### src/rtl/quad_encoder_gen.sv
// Quadrature A/B waveform generator: emits whole detents per command
// and tracks the position a correct decoder would report.
module quad_encoder_gen #(
  parameter int COUNT_WIDTH = 8,
  parameter int TIME_WIDTH  = 16
) (
  input  logic                   clk,
  input  logic                   reset,
  input  logic                   cmd_valid,
  output logic                   cmd_ready,
  input  logic                   cmd_dir,
  input  logic [COUNT_WIDTH-1:0] cmd_steps,
  input  logic [TIME_WIDTH-1:0]  cmd_phase_time,
  output logic                   a,
  output logic                   b,
  output logic                   busy,
  output logic [COUNT_WIDTH-1:0] position
);

  typedef enum logic {
    IDLE,
    RUN
  } state_t;

  state_t                 state_q, state_d;
  logic [1:0]             phase_q, phase_d;
  logic [TIME_WIDTH-1:0]  timer_q, timer_d;
  logic [TIME_WIDTH-1:0]  period_q, period_d;
  logic [COUNT_WIDTH-1:0] steps_q, steps_d;
  logic [COUNT_WIDTH-1:0] pos_q, pos_d;
  logic                   dir_q, dir_d;
  logic                   a_q, a_d;
  logic                   b_q, b_d;
  logic                   ready_q, ready_d;

  always_ff @(posedge clk) begin
    if (reset) begin
      state_q  <= IDLE;
      phase_q  <= 2'd0;
      timer_q  <= '0;
      period_q <= '0;
      steps_q  <= '0;
      pos_q    <= '0;
      dir_q    <= 1'b0;
      a_q      <= 1'b0;
      b_q      <= 1'b0;
      ready_q  <= 1'b1;
    end else begin
      state_q  <= state_d;
      phase_q  <= phase_d;
      timer_q  <= timer_d;
      period_q <= period_d;
      steps_q  <= steps_d;
      pos_q    <= pos_d;
      dir_q    <= dir_d;
      a_q      <= a_d;
      b_q      <= b_d;
      ready_q  <= ready_d;
    end
  end

  always_comb begin
    state_d  = state_q;
    phase_d  = phase_q;
    timer_d  = timer_q;
    period_d = period_q;
    steps_d  = steps_q;
    pos_d    = pos_q;
    dir_d    = dir_q;
    a_d      = a_q;
    b_d      = b_q;
    ready_d  = ready_q;
    unique case (state_q)
      IDLE: begin
        // Zero-step commands are consumed without leaving IDLE.
        if (cmd_valid && ready_q && cmd_steps != '0) begin
          state_d  = RUN;
          ready_d  = 1'b0;
          dir_d    = cmd_dir;
          steps_d  = cmd_steps;
          phase_d  = 2'd0;
          period_d = (cmd_phase_time == '0) ?
                     TIME_WIDTH'(1) : cmd_phase_time;
          timer_d  = period_d;
        end
      end
      RUN: begin
        if (timer_q == TIME_WIDTH'(1)) begin
          phase_d = phase_q + 2'd1;
          timer_d = period_q;
          // Gray map: the leading channel toggles on odd phases.
          if (dir_q) begin
            a_d = phase_d[1] ^ phase_d[0];
            b_d = phase_d[1];
          end else begin
            a_d = phase_d[1];
            b_d = phase_d[1] ^ phase_d[0];
          end
          if (phase_d == 2'd0) begin
            pos_d   = dir_q ? pos_q + COUNT_WIDTH'(1)
                            : pos_q - COUNT_WIDTH'(1);
            steps_d = steps_q - COUNT_WIDTH'(1);
            if (steps_q == COUNT_WIDTH'(1)) begin
              state_d = IDLE;
              ready_d = 1'b1;
            end
          end
        end else begin
          timer_d = timer_q - TIME_WIDTH'(1);
        end
      end
      default: state_d = IDLE;
    endcase
  end

  assign a         = a_q;
  assign b         = b_q;
  assign busy      = (state_q == RUN);
  assign cmd_ready = ready_q;
  assign position  = pos_q;

endmodule

### config.mk
export PLATFORM = sky130hd
export DESIGN_NAME = quad_encoder_gen
export DESIGN_NICKNAME = d
export VERILOG_FILES = /design/src/rtl/quad_encoder_gen.sv
export SDC_FILE = /design/constraint.sdc
export NUM_CORES = 1
export LEC_CHECK = 0
export CAP_MARGIN = 5
export CELL_PAD_IN_SITES_DETAIL_PLACEMENT = 0
export CELL_PAD_IN_SITES_GLOBAL_PLACEMENT = 1
export CORE_MARGIN = 4
export CORE_UTILIZATION = 44
export DETAILED_ROUTE_END_ITERATION = 10
export GPL_TIMING_DRIVEN = 0
export PLACE_DENSITY_LB_ADDON = 0.05
export RECOVER_POWER = 100
export SYNTH_ARGS = -nofsm -noshare
export SYNTH_HDL_FRONTEND = slang
export SYNTH_SLANG_ARGS = --single-unit
### constraint.sdc
create_clock -name clk -period 6.2 [get_ports clk]
set_input_delay 1.24 -clock clk [delete_from_list [all_inputs] [get_ports clk]]
set_output_delay 1.24 -clock clk [all_outputs]
set_load 0.02 [all_outputs]
Word-level counts from Yosys, hierarchy flattened
Index checks and enable logic that the tools add are counted.
{ "totals": {"inputBits": 28, "word_cells": 58, "mem_bits_ro": 0, "out_inout_bits": 12, "reg_bits": 55, "n_memories": 0, "latchBits": 0, "ram_bits": 0} }
{ "op_classes": {"n_reduce_logical": 11, "bitwise_logic": 2, "n_shift": 0, "n_eq_ne": 6, "n_lt_le_gt_ge": 0, "div_mod_pow": 0, "add_sub_neg": 5, "n_mul": 0, "muxes": 24} }
{ "ops": {"columns": ["cell", "n"], "rows": [
  ["16-bit two-way mux", 3],
  ["8-bit two-way mux", 4],
  ["16-bit one-hot mux with 2 select lines", 1],
  ["16-bit by 1-bit equality test with 1-bit output (second input constant)", 1],
  ["16-bit zero test", 1],
  ["8-bit one-hot mux with 2 select lines", 1],
  ["16-bit by 1-bit subtractor with 16-bit output (second input constant)", 1],
  ["8-bit by 1-bit subtractor with 8-bit output (second input constant)", 2],
  ["1-bit two-way mux", 10],
  ["8-bit by 1-bit adder with 8-bit output (second input constant)", 1],
  ["8-bit by 1-bit equality test with 1-bit output (second input constant)", 1],
  ["8-bit nonzero test", 1],
  ["2-bit by 1-bit inequality test with 1-bit output (second input constant)", 3],
  ["2-bit AND reduction", 3],
  ["3-bit AND reduction", 2],
  ["2-bit two-way mux", 2],
  ["1-bit one-hot mux with 2 select lines", 2],
  ["2-bit one-hot mux with 2 select lines", 1],
  ["4-bit AND reduction", 1],
  ["2-bit by 1-bit adder with 2-bit output (second input constant)", 1],
  ["1-bit logical AND", 2],
  ["2-bit zero test", 1],
  ["2-bit inequality test (second input constant)", 1],
  ["1-bit inverter", 1],
  ["1-bit bitwise XOR", 1]
]} }

Depth between registers and ports, before layout
Gate-level depths: netlist of the first run.
{ "depth": {"depth_word": 5, "mapped_depth": 10, "mapped_depth_nobuf": 7} }

Worst setup path before layout of the first run
Ideal clock, no wire load.
{ "synth_path": {"path_type": "input to register", "start": "input cmd_steps[2]", "end": "register timer_q[11]", "cell_stages": 6, "slack_ps": 3476, "t_required_ps": 6081, "arrival_time_ps": 2606, "setup_ps": 119, "n_path_buf": 1, "cell_sequence": "nor4_1 > a21oi_1 > clkbuf_1 > nor2_1 > a21oi_1 > o221a_2"} }
{ "synth_via": {"elab_chain_len": 3} }
{ "synth_lines": {"columns": ["item", "line_no", "text"], "rows": [
  ["start: declaration", "12", "input logic [COUNT_WIDTH-1:0] cmd_steps,"],
  ["8-bit nonzero test", "76", "if (cmd_valid && ready_q && cmd_steps != '0) begin"],
  ["1-bit logical AND", "76", null],
  ["2-bit inequality test (no line)", null, null],
  ["end signal: assignment", "51", "timer_q <= timer_d;"],
  ["end: declaration", "27", "logic [TIME_WIDTH-1:0] timer_q, timer_d;"]
]} }
No other way between the ends.
A chain may end at the register's enable or synchronous reset.

Worst setup path after layout of the first run
{ "layout_path": {"start": "register timer_q[0]", "end": "register steps_q[5]"} }
{ "layout_via": {"elab_chain_len": 3} }
{ "layout_lines": {"columns": ["item", "line_no", "text"], "rows": [
  ["16-bit by 1-bit equality test with 1-bit output", "88", "if (timer_q == TIME_WIDTH'(1)) begin"],
  ["2-bit by 1-bit inequality test with 1-bit output (no line)", null, null],
  ["3-bit AND reduction (no line)", null, null],
  ["end signal: assignment", "53", "steps_q <= steps_d;"],
  ["end: declaration", "29", "logic [COUNT_WIDTH-1:0] steps_q, steps_d;"]
]} }
No other way between the ends.

==> results.txt, run 1 <==
----------------------------------------------------
[Floorplan]
  Core outline area ... 6870 um^2
  Starting density of the core ... 45.8%
  Number of top-level design ports ... 40
  Standard-cell row count ... 30
  Die area ... 8570 um^2
  Die span in y ... a little over 90 um
  Die X ... roughly 90 um

[Setup path]
  Type of destination of the critical path ... flip-flop
  Maximum net fanout on the critical path ... 10
  Slowest cell on crit path ... nor4_1
  WP buf/inv ... 1
  Critical path's largest stage delay ... 1.52 ns
  Cell family with the largest share of critical-path delay ... simple AND/OR/NAND/NOR gates
  Setup crit start kind ... flip-flop
  Data arrival time of the critical path ... 4.08 ns
  Worst-path cell chain ... ha_1, or4b_1, clkbuf_1, nor4_1, nand3_4, or4_1, a31oi_1
  Required time reported for the critical path endpoint ... 6.44 ns
  Type of the worst setup path ... flip-flop to flip-flop

[Finish]
  Total number of nets in the final design ... 479
  Area added between synthesis and finish ... 18.2%
  Design Area, Final ... 3720 um^2
  Share of layout cells above drive strength 1 ... 2.95%
  ANT cells ... 0
  Number of filler instances in the final layout ... 673

[Clock tree]
  Clock root cell ... clkbuf_8
  Number of H-tree levels ... 2
  CTS Sinks ... 55
  Setup repair bufs after CTS ... 0
  Total clock buffers created by CTS ... 5
  Clk Latency, worst-skew pair ... approximately 0.32 ns
  Quantity of gates resized following cts ... 0
  Hold_buf cts ... 0
  Buffers from clock root to sink, at most ... 2
  CTS tree ... done
  Clock transition at the registers of the reported paths ... 0.10 ns

[Power]
  Total design power ... slightly above 0.8 mW
  Static Leak ... 1.36 nW
  Highest ir drop seen on vdd ... 100 uV
  Pwr Density ... approximately 220 nW/um^2

[Global route]
  Pin count of the biggest net entering global routing ... 16
  Total global routing overflow ... 0
  Number of antenna violations at the first check in global routing ... 0
  Total routing resource utilization after global routing ... 22.5%
  First-pass GRT wire length ... 15300 um
  Number of global-route vias before repair ... 2936

[Yosys]
  Share of the yosys chip area belonging to registers ... 35.0%
  Commonest cells in the netlist ... nand2_1, dfxtp_1, a21oi_1
  Average instance area after synthesis ... ~8 um^2
  Post-synthesis register bit count ... 55
  Post-synth top area cell ... dfxtp_1
  Ys flop type ... dfxtp_1
  Unique masters post-synth ... 49
  EDFF count, synth ... 0
  Yosys Warn Count ... 0
  Most common cell in the netlist ... nand2_1
  Post-synth net total ... about 430
  Post-synthesis cell area ... roughly 3100 um^2
  Top cells by area, synth ... dfxtp_1, nand2_1, a211oi_1, a21oi_1, ha_1
  Proportion of netlist area held by the largest area contributor ... 35.0%
  Cells after Synth ... 393
  Proportion of synthesized flip-flops having asynchronous set or reset ... 0%

[STA]
  Post-Route Setup TNS ... 0 ns
  Max Slew Vio Count ... 11
  Transition time of the tightest slew-check pin ... 1.93 ns
  Number of endpoints with negative hold slack in the final report ... 0
  Final-report setup violation count ... 0
  RSZ-0062 raised after global routing ... no
  Setup clock skew after layout ... 0.0115 ns
  Top achievable clock speed ... 260 MHz
  Final critical-path required period ... 3.84 ns
  Max-Slew Margin vs Limit ... -29.8%
  Share of the clock period used by the worst path after layout ... between 60 and 70%

[Min path]
  Path category of the worst min-delay check ... flip-flop to flip-flop

[Route]
  Routed wire length ... about 9300 um
  Residual DRC count ... 0
  Vias per inst ... 5.68
  Average routed wire per standard cell ... 17.3 um
  ANT nets after route ... 0
  First-pass detailed-route iteration total ... 4
  1st-iter DRT viols ... ~160
  Via Count ... slightly above 3000

[Placed design]
  Port buffer count ... 39
  Instance area after placement ... 3660 um^2
  Placer congestion estimate ... 0.941
  HPWL reported at the end of detailed placement ... 6740 um

[Outcome]
  Violations in the final reports ... capacitance limit, slew limit
  Run status ... finished with violations

[Job]
  Number of maximum-capacitance violations ... 1

----------------------------------------------------
-- cell usage in the layout, fill, tap and decap left out, drive strengths merged, types with 10 or more instances in the layout --
master	n
nand2	58
dfxtp	55
a21oi	36
clkbuf	29
nor2	26
a211oi	25
clkdlybuf4s50	25
nor3	15
dlygate4sd3	14
nor4	13
o21ai	12
nor2b	12
mux2i	12
ha	11
xnor2	10
-- state kept, by name (all words and copies together), names as in the netlist --
signal     count
period_q      16
timer_q       16
phase_q        2
a              1
cmd_ready      1
b              1
busy           1
position       8
steps_q        8
dir_q          1
-- layer usage --
metal  vias up  track usage (%)  part of all wire (%)
met3         7             4.39                   5.7
met2        68             34.7                    44
met5         -                0                     0
met1      1430             32.5                    49
met4         0             4.46                  0.84
li1       1538                -                     -
-- final timing paths --
check | endpoint | from | slack (ns) | cells past startpoint
worst max-delay path | steps_q[5]$_SDFFE_PP0P_ | timer_q[0]$_SDFFE_PP0P_ | 2.36 | 7
worst min-delay path | period_q[13]$_SDFFE_PP0P_ | period_q[13]$_SDFFE_PP0P_ | 0.46 | 2
worst max register to register | steps_q[5]$_SDFFE_PP0P_ | timer_q[0]$_SDFFE_PP0P_ | 2.36 | 7
worst min register to register | period_q[13]$_SDFFE_PP0P_ | period_q[13]$_SDFFE_PP0P_ | 0.46 | 2
-- power by group --
part           switching, mW  internal (mW)  total, mW  leakage [nW]
combinational          0.129         0.0956      0.225         0.868
clock                  0.117         0.0797      0.196        0.0422
sequential            0.0278          0.379      0.407         0.451
-- cells by family (layout without fill, tap and decap cells) --
family,Yosys count,count (layout),share of synthesized area (%)
simple gates,156,156,24.9
compound gates,109,109,22.8
flops,55,55,35.0
buf+inv,33,80,4.05
xor+xnor,15,15,4.17
mux,13,13,4.17
fa+ha+maj,12,12,5.01
-- stage by stage --
step | cells | hold WS (ns) | util, % | setup slack, ns
global placement | 528 | 0.440 | 53.3 | 2.30
global route | 536 | 0.484 | 54.2 | 2.12
detailed placement | 528 | 0.450 | 53.3 | 2.36
finish | 536 | 0.459 | 54.2 | 2.36
CTS | 536 | 0.464 | 54.5 | 2.69
floorplan | 393 | 0.432 | - | 3.48
-- worst register-to-register path, delay by kind of cell (launching register included) --
kind,cells,cell delay [ns]
flops,1,0.43
compound gates,1,0.16
buf+inv,1,0.17
simple gates,4,2.79
fa+ha+maj,1,0.22
-- layout make-up --
class,instances,area (um^2),share of cell area (%)
Multi-Input combinational cell,305,1900,51.1
Sequential cell,55,1100,29.6
Timing Repair Buffer,39,390,10.5
Tap cell,96,120,3.23
Buffer,24,92.6,2.49
Clock buffer,7,76.3,2.05
Inverter,9,33.8,0.908
Clock inverter,1,5.00,0.134
Power figures use the tool's default switching activity.
==> inputs of run 2 (changes only) <==
Settings changed: CORE_UTILIZATION 44 to 37.
Clock period 6.2 ns to 3.21 ns, I/O delays scaled along.
==> run 2 against run 1 <==
The flow now finishes without violations; setup slack got worse by 2.1 ns; via count decreased by 0.92%; first-iteration DRC count decreased by 32%; design area increased by 0.94%; power increased by 97%; largest cell class unchanged.
==> results.txt, run 2 (same netlist as run 1, synthesis figures left out) <==
----------------------------------------------------
[Clock tree]
  CTS Sinks ... 55 (unchanged)
  CTS tree ... done (unchanged)
  Clock root cell ... clkbuf_8 (unchanged)
  Clock transition at the registers of the reported paths ... 0.11 ns (was 0.10 ns)
  Clk Latency, worst-skew pair ... 0.31 ns (was 0.32 ns)
  Setup repair bufs after CTS ... 0 (unchanged)
  Hold_buf cts ... 0 (unchanged)
  Quantity of gates resized following cts ... 0 (unchanged)
  Number of H-tree levels ... 2 (unchanged)
  Total clock buffers created by CTS ... 5 (unchanged)
  Buffers from clock root to sink, at most ... 2 (unchanged)

[Outcome]
  Run status ... finished, final reports clean (was finished with violations)

[Route]
  Vias per inst ... 5.54 (was 5.68)
  Routed wire length ... 9590 um (was 9250 um)
  Via Count ... 3015 (was 3043)
  ANT nets after route ... 0 (unchanged)
  Residual DRC count ... 0 (unchanged)
  First-pass detailed-route iteration total ... 4 (unchanged)
  1st-iter DRT viols ... 105 (was 155)
  Average routed wire per standard cell ... 17.6 um (was 17.3 um)

[Floorplan]
  Die X ... 100 um (was 92.6 um)
  Standard-cell row count ... 33 (was 30)
  Die span in y ... 100 um (was 92.6 um)
  Core outline area ... 8260 um^2 (was 6870 um^2)
  Number of top-level design ports ... 40 (unchanged)
  Die area ... 10100 um^2 (was 8570 um^2)
  Starting density of the core ... 38.1% (was 45.8%)

[Finish]
  Total number of nets in the final design ... 479 (unchanged)
  ANT cells ... 0 (unchanged)
  Most frequent cells in the layout ... nand2_1, dfxtp_1, a21oi_1 (unchanged)
  Registers with the most flip-flops ... period_q: 16 flops, timer_q: 16 flops (unchanged)
  Area added between synthesis and finish ... 19.3% (was 18.2%)
  Final core utilization ... 45.5% (was 54.2%)
  Non-filler cells in the finished layout ... 544 (was 536)
  Leading cell type in the layout, fill and taps excluded ... nand2_1 (unchanged)
  Share of layout cells above drive strength 1 ... 3.64% (was 2.95%)

[Setup path]
  Number of cell instances on the worst register-to-register path ... 9 (was 7)
  Data arrival time of the critical path ... 3.19 ns (was 4.08 ns)
  Cell family with the largest share of critical-path delay ... simple AND/OR/NAND/NOR gates (unchanged)
  Required time reported for the critical path endpoint ... 3.45 ns (was 6.44 ns)
  Setup crit start kind ... flip-flop (unchanged)
  Critical Path Most Common Cell ... clkbuf_1
  Slowest cell on crit path ... or4_1 (was nor4_1)
  Type of destination of the critical path ... flip-flop (unchanged)
  Type of the worst setup path ... flip-flop to flip-flop (unchanged)
  Worst-path cell chain ... ha_1, or4b_1, clkbuf_1, or4_1, clkbuf_1, buf_2, nor3_1, o21ai_0, a31oi_1 (was ha_1, or4b_1, clkbuf_1, nor4_1, nand3_4, or4_1, a31oi_1)
  WP depth ... 9 (was 7)
  Critical path's largest stage delay ... 0.51 ns (was 1.52 ns)
  WP buf/inv ... 3 (was 1)
  Maximum net fanout on the critical path ... 10 (unchanged)

[STA]
  Setup clock skew after layout ... 0.0112 ns (was 0.0115 ns)
  Final-layout worst hold slack ... 0.459 ns (about the same)
  Max-Slew Margin vs Limit ... 38.3% (was -29.8%)
  Share of the clock period used by the worst path after layout ... 91.8% (was 62.0%)
  Final critical-path required period ... 2.95 ns (was 3.84 ns)
  Final-report setup violation count ... 0 (unchanged)
  Top achievable clock speed ... 339 MHz (was 260 MHz)
  Number of endpoints with negative hold slack in the final report ... 0 (unchanged)
  RSZ-0062 raised after global routing ... no (unchanged)
  Transition time of the tightest slew-check pin ... 0.920 ns (was 1.93 ns)
  Max Slew Vio Count ... 0 (was 11)

[Global route]
  Number of global-route vias before repair ... 2892 (was 2936)
  Pin count of the biggest net entering global routing ... 16 (unchanged)
  Total routing resource utilization after global routing ... 19.5% (was 22.5%)
  First-pass GRT wire length ... 15600 um (was 15300 um)
  Total global routing overflow ... 0 (unchanged)
  Number of antenna violations at the first check in global routing ... 0 (unchanged)

[Power]
  Highest ir drop seen on vdd ... 188 uV (was 100 uV)
  Total design power ... 1.63 mW (was 0.828 mW)
  Pwr Density ... 434 nW/um^2 (was 222 nW/um^2)
  Static Leak ... 1.37 nW (was 1.36 nW)

[Placed design]
  Placer congestion estimate ... 0.839 (was 0.941)
  HPWL reported at the end of detailed placement ... 7100 um (was 6740 um)
  Port buffer count ... 39 (unchanged)
  Placed Cells incl. Taps ... 537 (was 528)

[Min path]
  Path category of the worst min-delay check ... flip-flop to flip-flop (unchanged)
  Worst Hold Path Cells ... 2 (unchanged)

[Job]
  Number of maximum-capacitance violations ... 0 (was 1)

----------------------------------------------------
==> run 2: changes by cell type in the layout (fill, tap and decap cells not counted), sizes merged <==
cell	before	now
clkbuf	29	28
clkdlybuf4s50	25	27
dlygate4sd3	14	12
==> run 2: per-layer routing <==
layer / track usage (%) / routed length (um) / vias to the layer above
met5: 0 / 0 / -
met4: 4.66 / 115 / 0
met3: 2.22 / 364 / 10
met2: 33.0 / 4630 / 55
met1: 26.5 / 4480 / 1420
li1: - / - / 1530
==> run 2: final timing paths <==
| path | end | start | slack (ns) |
|---|---|---|---|
| setup / recovery | steps_q[3]$_SDFFE_PP0P_ | timer_q[0]$_SDFFE_PP0P_ | 0.26 |
| hold / removal | period_q[4]$_SDFFE_PP0P_ | period_q[4]$_SDFFE_PP0P_ | 0.46 |
| setup reg to reg | steps_q[3]$_SDFFE_PP0P_ | timer_q[0]$_SDFFE_PP0P_ | 0.26 |
| hold reg to reg | period_q[4]$_SDFFE_PP0P_ | period_q[4]$_SDFFE_PP0P_ | 0.46 |
==> run 2: final cells by class <==
| class | instances | area (um^2) |
|---|---|---|
| well taps | 105 | 131 |
| plain buffers | 24 | 92.6 |
| repair buffers | 39 | 390 |
| multi-input cells | 305 | 1920 |
| clock inverters | 1 | 5.00 |
| flip-flops and latches | 55 | 1100 |
| inverters | 9 | 33.8 |
| fillers | 882 | 4500 |
| clock buffers | 6 | 82.6 |
==> run 2: where the power goes <==
| part | switching [mW] | leakage (nW) | internal [mW] |
|---|---|---|---|
| sequential | 0.0527 | 0.451 | 0.732 |
| combinational | 0.254 | 0.871 | 0.186 |
| clock | 0.237 | 0.0470 | 0.171 |
==> run 2: per-stage QoR <==
step,cell area [um^2],worst slack (ns),setup TNS (ns)
2_1_floorplan,3150,0.790,0
3_3_place_gp,3670,-0.0570,-0.0570
3_5_place_dp,3670,-0.0698,-0.0713
4_1_cts,3760,0.277,0
5_1_grt,3760,0.0640,0
6_report,3760,0.262,0
==> run 2: tightest hold or removal path, stage by stage (launching register included) <==
cell and delay, ns:
dfxtp_1 0.32, nand2_1 0.05, a21oi_1 0.05
